<file path="src/rtl/systolic_collector.sv">
// Output-side collector for the systolic array: after a start pulse it waits the
// array pipeline latency, captures N consecutive samples of the six array outputs
// and drains them word by word over a valid/ready stream.
module systolic_collector #(
  parameter int unsigned W       = 32,
  parameter int unsigned N       = 10,
  parameter int unsigned LATENCY = 8
) (
  input  logic         clk,
  input  logic         rst,
  input  logic         start,
  input  logic [W-1:0] c14,
  input  logic [W-1:0] s14,
  input  logic [W-1:0] c24,
  input  logic [W-1:0] s24,
  input  logic [W-1:0] x23,
  input  logic [W-1:0] x24,
  output logic         m_valid,
  input  logic         m_ready,
  output logic [W-1:0] m_data,
  output logic [2:0]   m_sel,
  output logic [3:0]   m_idx,
  output logic         m_last,
  output logic         busy,
  output logic         done,
  output logic         err
);

  localparam logic [7:0] LatInit = 8'(LATENCY - 1);
  localparam logic [3:0] LastIdx = 4'(N - 1);
  localparam logic [2:0] LastSel = 3'd5;

  typedef enum logic [1:0] {StIdle, StWait, StCapture, StDrain} state_e;

  state_e       state_q, state_d;
  logic [7:0]   lat_cnt_q, lat_cnt_d;
  logic [3:0]   sample_q, sample_d;
  logic [3:0]   idx_q, idx_d;
  logic [2:0]   sel_q, sel_d;
  logic         done_q, done_d;
  logic         err_q, err_d;
  logic         cap_we;

  // Sample buffer: N entries of six words, word order matches the m_sel tag.
  logic [W-1:0] buf_q [N][6];

  // Next-state logic for the frame sequencer and stream pointers.
  always_comb begin
    state_d   = state_q;
    lat_cnt_d = lat_cnt_q;
    sample_d  = sample_q;
    idx_d     = idx_q;
    sel_d     = sel_q;
    done_d    = 1'b0;
    err_d     = err_q;
    cap_we    = 1'b0;

    unique case (state_q)
      StIdle: begin
        if (start) begin
          err_d    = 1'b0;
          sample_d = 4'd0;
          // With a one-cycle latency, sample 0 is already due at the next edge.
          if (LATENCY == 1) begin
            state_d = StCapture;
          end else begin
            state_d   = StWait;
            lat_cnt_d = LatInit;
          end
        end
      end

      StWait: begin
        lat_cnt_d = lat_cnt_q - 8'd1;
        if (lat_cnt_q == 8'd1) begin
          state_d  = StCapture;
          sample_d = 4'd0;
        end
      end

      StCapture: begin
        cap_we   = 1'b1;
        sample_d = sample_q + 4'd1;
        if (sample_q == LastIdx) begin
          state_d  = StDrain;
          sample_d = 4'd0;
          idx_d    = 4'd0;
          sel_d    = 3'd0;
        end
      end

      StDrain: begin
        if (m_ready) begin
          if (sel_q == LastSel) begin
            sel_d = 3'd0;
            if (idx_q == LastIdx) begin
              idx_d   = 4'd0;
              state_d = StIdle;
              done_d  = 1'b1;
            end else begin
              idx_d = idx_q + 4'd1;
            end
          end else begin
            sel_d = sel_q + 3'd1;
          end
        end
      end

      default: state_d = StIdle;
    endcase

    // A start outside IDLE never restarts the frame; it only flags the overlap.
    if (start && (state_q != StIdle)) begin
      err_d = 1'b1;
    end
  end

  // Sequencer state, counters and status flags; reset aborts any frame in flight.
  always_ff @(posedge clk or negedge rst) begin
    if (!rst) begin
      state_q   <= StIdle;
      lat_cnt_q <= 8'd0;
      sample_q  <= 4'd0;
      idx_q     <= 4'd0;
      sel_q     <= 3'd0;
      done_q    <= 1'b0;
      err_q     <= 1'b0;
    end else begin
      state_q   <= state_d;
      lat_cnt_q <= lat_cnt_d;
      sample_q  <= sample_d;
      idx_q     <= idx_d;
      sel_q     <= sel_d;
      done_q    <= done_d;
      err_q     <= err_d;
    end
  end

  // Capture all six array outputs into the current sample entry.
  always_ff @(posedge clk) begin
    if (cap_we) begin
      buf_q[sample_q][0] <= c14;
      buf_q[sample_q][1] <= s14;
      buf_q[sample_q][2] <= c24;
      buf_q[sample_q][3] <= s24;
      buf_q[sample_q][4] <= x23;
      buf_q[sample_q][5] <= x24;
    end
  end

  // Stream outputs; data is forced to zero outside DRAIN so reset reads all-zero.
  always_comb begin
    m_valid = (state_q == StDrain);
    m_data  = m_valid ? buf_q[idx_q][sel_q] : '0;
    m_sel   = sel_q;
    m_idx   = idx_q;
    m_last  = m_valid && (idx_q == LastIdx) && (sel_q == LastSel);
    busy    = (state_q != StIdle);
    done    = done_q;
    err     = err_q;
  end

endmodule

</file>
<file path="config.mk">
export PLATFORM = sky130hd
export DESIGN_NAME = systolic_collector
export DESIGN_NICKNAME = d
export VERILOG_FILES = /design/src/rtl/systolic_collector.sv
export SDC_FILE = /design/constraint.sdc
export NUM_CORES = 2
export LEC_CHECK = 0
export ABC_CLOCK_PERIOD_IN_PS = 22000
export CORE_MARGIN = 2
export CORE_UTILIZATION = 30
export CTS_CLUSTER_SIZE = 30
export DETAILED_ROUTE_END_ITERATION = 7
export HOLD_SLACK_MARGIN = 0.05
export PLACE_DENSITY = 0.52
export SLEW_MARGIN = 15
export SYNTH_ARGS = -nofsm -noshare
export SYNTH_HDL_FRONTEND = slang
export SYNTH_SLANG_ARGS = --single-unit
</file>
<file path="constraint.sdc">
create_clock -name clk -period 22 [get_ports clk]
set_input_delay 2.2 -clock clk [delete_from_list [all_inputs] [get_ports clk]]
set_output_delay 2.2 -clock clk [all_outputs]
set_load 0.03 [all_outputs]
</file>
[Word-level counts from Yosys, hierarchy flattened]
Memory sizes are Yosys's and may differ from the RTL's.
Cells that the tools add are included.
Storage, ports and cells
  flip-flop bits (word level): 23
  bits of input ports: 196
  output and inout bits: 44
  bits in writable memories: 1920
  memories: 1
  word-level logic and storage cells: 79
Memories
  buf_q: depth 10, bits a word 192, read ports 1, clocked after Yosys merged registers in 0, wr ports 1, line 45  | logic [W-1:0] buf_q [N][6];
Cells by class
  mux-type cells: 36
  bitwise gates (word level): 1
  add/sub/neg operators: 4
  magnitude comparators: 1
  equal/unequal tests: 13
  reductions and logical operators: 16
Operators with widths (count)
  binary-select mux 32 bit (select 3 bit): 1
  two-way mux 32 bit: 3
  two-way mux 4 bit: 7
  one-hot mux 8 bit (2 select lines): 1
  two-way mux 2 bit: 6
  one-hot mux 4 bit (3 select lines): 1
  two-way mux 1 bit: 10
  nonzero test 2 bit: 5
  two-way mux 3 bit: 3
  adder 4 x 1 -> 4 bit, second input constant: 2
  == test 4 bit, second input constant: 2
  == test 8 x 1 -> 1 bit, second input constant: 1
  two-way mux 8 bit: 1
  one-hot mux 2 bit (4 select lines): 1
  one-hot mux 4 bit (2 select lines): 1
  subtractor 8 x 1 -> 8 bit, second input constant: 1
  inequality test 2 x 1 -> 1 bit, second input constant: 3
  inequality test 2 bit, second input constant: 3
  one-hot mux 3 bit (2 select lines): 1
  AND reduction 3 bit: 2
  AND reduction 6 bit: 1
  == test 2 bit, second input constant: 2
  >= comparator 4 bit, second input constant: 1
  inverter 3 -> 4 bit: 1
  other kinds (8): 11

[Logic depth before layout (Yosys ltp)]
  depth after elaboration: 5
  depth in mapped cells: 11
  gate-level depth less buffers: 7

[Worst setup path before layout]
Ideal clock, no wire load.
  path type: register to register
  from: register state_q[0]
  to: memory buf_q[0][0] (netlist name), enable pin
  stages on the path, launching flop included: 6
  library setup time: 0.979 ns
  path buffers: 1
  data arrival time: 14.386 ns
  clock period less this slack: 15.365 ns
  required time: 21.021 ns
  setup slack: 6.635 ns
  path through: dfrtp_1 inv_1 ha_1 clkbuf_1 or3b_2 nor3_1
Between the ends
  longest elaborated chain between the ends: 4
Ends and longest elaborated chain
  start, declared: line 35  | state_e state_q, state_d;
  start signal, assigned: line 121  | state_q <= StIdle;
  start signal, assigned: line 129  | state_q <= state_d;
  == test 2 bit: line 58  | unique case (state_q)
  two-way mux 1 bit: line 58
  two-way mux 1 bit: line 141  | if (cap_we) begin
  two-way mux 1 bit (implied by the code): line 147  | buf_q[sample_q][5] <= x24;
  end, declared: line 45
Every way passes these cells.

[Final worst setup path]
  from: register idx_q[0] (netlist: m_idx[0])
  to: output m_data[28]
Between the ends
  longest elaborated chain between the ends: 5
Ends and longest elaborated chain
  start, declared: line 38  | logic [3:0] idx_q, idx_d;
  start signal, assigned: line 132  | idx_q <= idx_d;
  memory (10 x 192 bit)
  binary-select mux 32 bit (select 3 bit): line 154  | m_data = m_valid ? buf_q[idx_q][sel_q] : '0;
  two-way mux 32 bit (implied by the code) (2 in series): line 154
  two-way mux 32 bit: line 154
  end, declared: line 20  | output logic [W-1:0] m_data,
Every way passes these cells. The select of a mux whose other input is x is not followed.

==> run_results.csv <==
group,metric,value,unit
detailed_routing,wirelength,208300,um
placement,gp_congestion,0.7537,
clock_tree,clk_pin_slew,0.06,ns
pwr,vdd_drop_max,0.06782,mV
floorplanning,die_y,502.7,um
setup_path,worstSetupPathType,"reg2out",
placement,hpwl,118600,um
yosys,yosys.area.top_type,"edfxtp_1",
timing,skew,0.02234,ns
timing,fin_tns_setup,0,ns
clock_tree,htree_num_levels,4,
hold_path,hold_class,"reg2reg",
yosys,ys_async_sr_fraction,1.184,%
setup_path,timing.critical_path.fanout_max,101,
floorplanning,start_util,30.08,%
timing,finalHoldViolCount,0,
timing,relSlewSlack,24.04,%
setup_path,r2r_slack,17.54,ns
detailed_routing,dr.pass1.iters,7,
yosys,postSynthAreaPerCell,21.71,um2
yosys,synth_edf_count,1920,
yosys,syn_area,74600,um2
yosys,synthTopCellsByArea,"edfxtp_1 77%, mux4_2 10%, mux2i_1 3.8%",
timing,finalSetupViolCount,0,
timing,slew_violations,0,
clock_tree,clock_sinks,1943,
setup_path,endpoint,"m_data[28]",
detailed_routing,drc,0,
floorplanning,fp.dieW,502.7,um
global_routing,gr-total-overflow,0,
yosys,syn_nets,3642,
yosys,synthTopCellsByCount,"1920 x edfxtp_1, 344 x mux4_2, 281 x mux2i_1, 82 x o22ai_1, 77 x clkbuf_1",
floorplanning,core_region_area,248000,um2
run_status,status,"finished, final reports clean",
clock_tree,cts_tree,"built",
finish,seq_area,58250,um2
finish,nets,3950,
yosys,ys_warn_count,0,
setup_path,cp-startpoint,"m_idx[0]$_DFFE_PN0P_",
timing,rsz0062_at_grt,"false",
timing,fmax,116.0,MHz
clock_tree,cts-resized-gates,0,
detailed_routing,viasPerCell,5.027,
floorplanning,dieArea,252700,um2
placement,io_buffer_count,239,
clock_tree,numCtsBuffers,187,
finish,layout-drive-gt1-share,19.00,%
global_routing,grt_pass1_vias,37080,
setup_path,cp.required,19.80,ns
clock_tree,clock-root-buffer,"clkbuf_16",
yosys,synth_ff_type,"edfxtp_1",
timing,min_period,8.620,ns
clock_tree,cts.path.max_buffers,3,
setup_path,r2r-start,"state_q[0]$_DFFE_PN0P_",
yosys,synthMostInstantiatedCell,"edfxtp_1",
yosys,synth_cell_types,66,
pwr,cellPowerDensity,83.21,nW/um2
run,drv_cap,0,
setup_path,crit_arrival,6.42,ns
global_routing,antenna_found_initial,86,
pwr,leakagePower,0.02528,uW
finish,design_area,86580,um2
yosys,ys_ff_latch,1943,
yosys,yosysTopAreaCellShare,77.28,%
setup_path,worstSetupStartpointType,"flip-flop",
finish,nFillCells,22960,
finish,syn2layout_area_growth,16.06,%
floorplanning,num_rows,183,
global_routing,grt_pass1_wl,293000,um
clock_tree,clock_latency,0.83,ns
setup_path,r2r.worst_path.cells,7,
clock_tree,postCtsSetupBuffers,0,
yosys,syn_inst,3437,
setup_path,r2r_end,"buf_q[0][44]$_DFFE_PP_",
detailed_routing,ant_nets,0,
timing,worst_pin_slew,1.137,ns
setup_path,end_kind,"output port",
detailed_routing,drtIter0Drc,3235,
detailed_routing,wl_per_cell,28.77,um
detailed_routing,vias,36400,
clock_tree,cts.hold.buffers_added,0,
yosys,ys_seq_area_share,78.06,%
global_routing,track_usage,16.34,%
finish,multi_input_area,15200,um2
timing,fin_crit_sh,39.18,%
floorplanning,ios,240,
global_routing,grt_max_degree,124,
placement,place_area,80830,um2
-- how the worst min path moves through the flow --
stage	from	end	slack (ns)	cells past startpoint
floorplan	lat_cnt_q[2]$_DFFE_PN0P_	lat_cnt_q[2]$_DFFE_PN0P_	0.50	2
global placement	err$_DFFE_PN0P_	err$_DFFE_PN0P_	0.49	1
detailed placement	err$_DFFE_PN0P_	err$_DFFE_PN0P_	0.50	1
CTS	err$_DFFE_PN0P_	err$_DFFE_PN0P_	0.51	1
global route	err$_DFFE_PN0P_	err$_DFFE_PN0P_	0.55	1
finish	err$_DFFE_PN0P_	err$_DFFE_PN0P_	0.51	1
-- stage by stage --
stage / util, % / power (uW) / std cells / worst slack, ns / hold slack (ns)
floorplan: - / 4145 / 3437 / 6.635 / 0.4961
global placement: 32.60 / 4227 / 6886 / 14.18 / 0.4880
detailed placement: 32.60 / 4231 / 6886 / 14.16 / 0.4954
CTS: 34.90 / 7272 / 7225 / 13.23 / 0.5097
global route: 34.91 / 7417 / 7232 / 12.99 / 0.5459
finish: 34.92 / 7204 / 7241 / 13.38 / 0.5059
-- state kept, by name (all words and copies together), names as in the netlist --
name	count
sample_q	4
buf_q	1920
lat_cnt_q	8
state_q	2
m_idx	4
err	1
m_sel	3
done	1
-- layer usage --
metal	vias to the layer above	track usage, %	part of all wire (%)
met2	1156	26.00	48
met5	-	0	0.18
li1	15190	-	-
met4	64	4.251	2.3
met3	328	3.523	6.8
met1	19660	22.68	43
-- area by class of cell --
| class | count | area share (%) |
|---|---|---|
| tap | 3330 | 4.812 |
| inverter | 10 | 0.04624 |
| clock inverter | 104 | 0.8093 |
| clock buffer | 235 | 5.783 |
| timing repair buffer | 319 | 3.659 |
| sequential | 1943 | 67.28 |
| multi-input combinational | 1284 | 17.56 |
| antenna | 16 | 0.04624 |
-- power by group --
group / internal (uW) / switching (uW) / total (uW)
logic: 30.8 / 55.5 / 86.3
registers: 4060 / 0.00000000000000338 / 4060
clock network: 1690 / 1370 / 3050
total: 5780 / 1420 / 7200
-- cell usage in the layout (no fill, tap or decap), types with 28 or more instances in the layout --
cell / n
edfxtp_1: 1920
mux4_2: 344
mux2i_1: 281
clkdlybuf4s50_1: 239
clkbuf_16: 193
o22ai_1: 82
buf_4: 66
clkinv_1: 52
nand2_1: 50
a22oi_1: 49
o221ai_1: 43
a211oi_1: 43
nand3_1: 40
clkbuf_1: 40
a221oi_1: 36
a22o_1: 31
a21oi_1: 28
clkinv_2: 28
-- cells by family after synthesis --
| logic type | count (synthesis) | share of synthesized area [%] |
|---|---|---|
| buffers and inverters | 210 | 1.722 |
| xor gates and xnor gates | 5 | 0.05871 |
| DFF | 1943 | 78.06 |
| muxes | 653 | 14.58 |
| AOI/OAI and AO/OA | 424 | 4.114 |
| adders and majority gates | 9 | 0.1509 |
| and+or+nand+nor | 193 | 1.320 |
-- worst max-delay path, stage by stage (launching register included) --
cell	delay (ns)
dfrtp_4	0.93
buf_12	0.57
buf_4	0.69
buf_4	0.68
mux2i_1	0.17
o221ai_1	0.24
a21oi_1	0.09
a211oi_1	0.84
o21a_1	0.35
clkdlybuf4s50_1	0.73
Note: power is estimated with default switching activity, not from simulation.
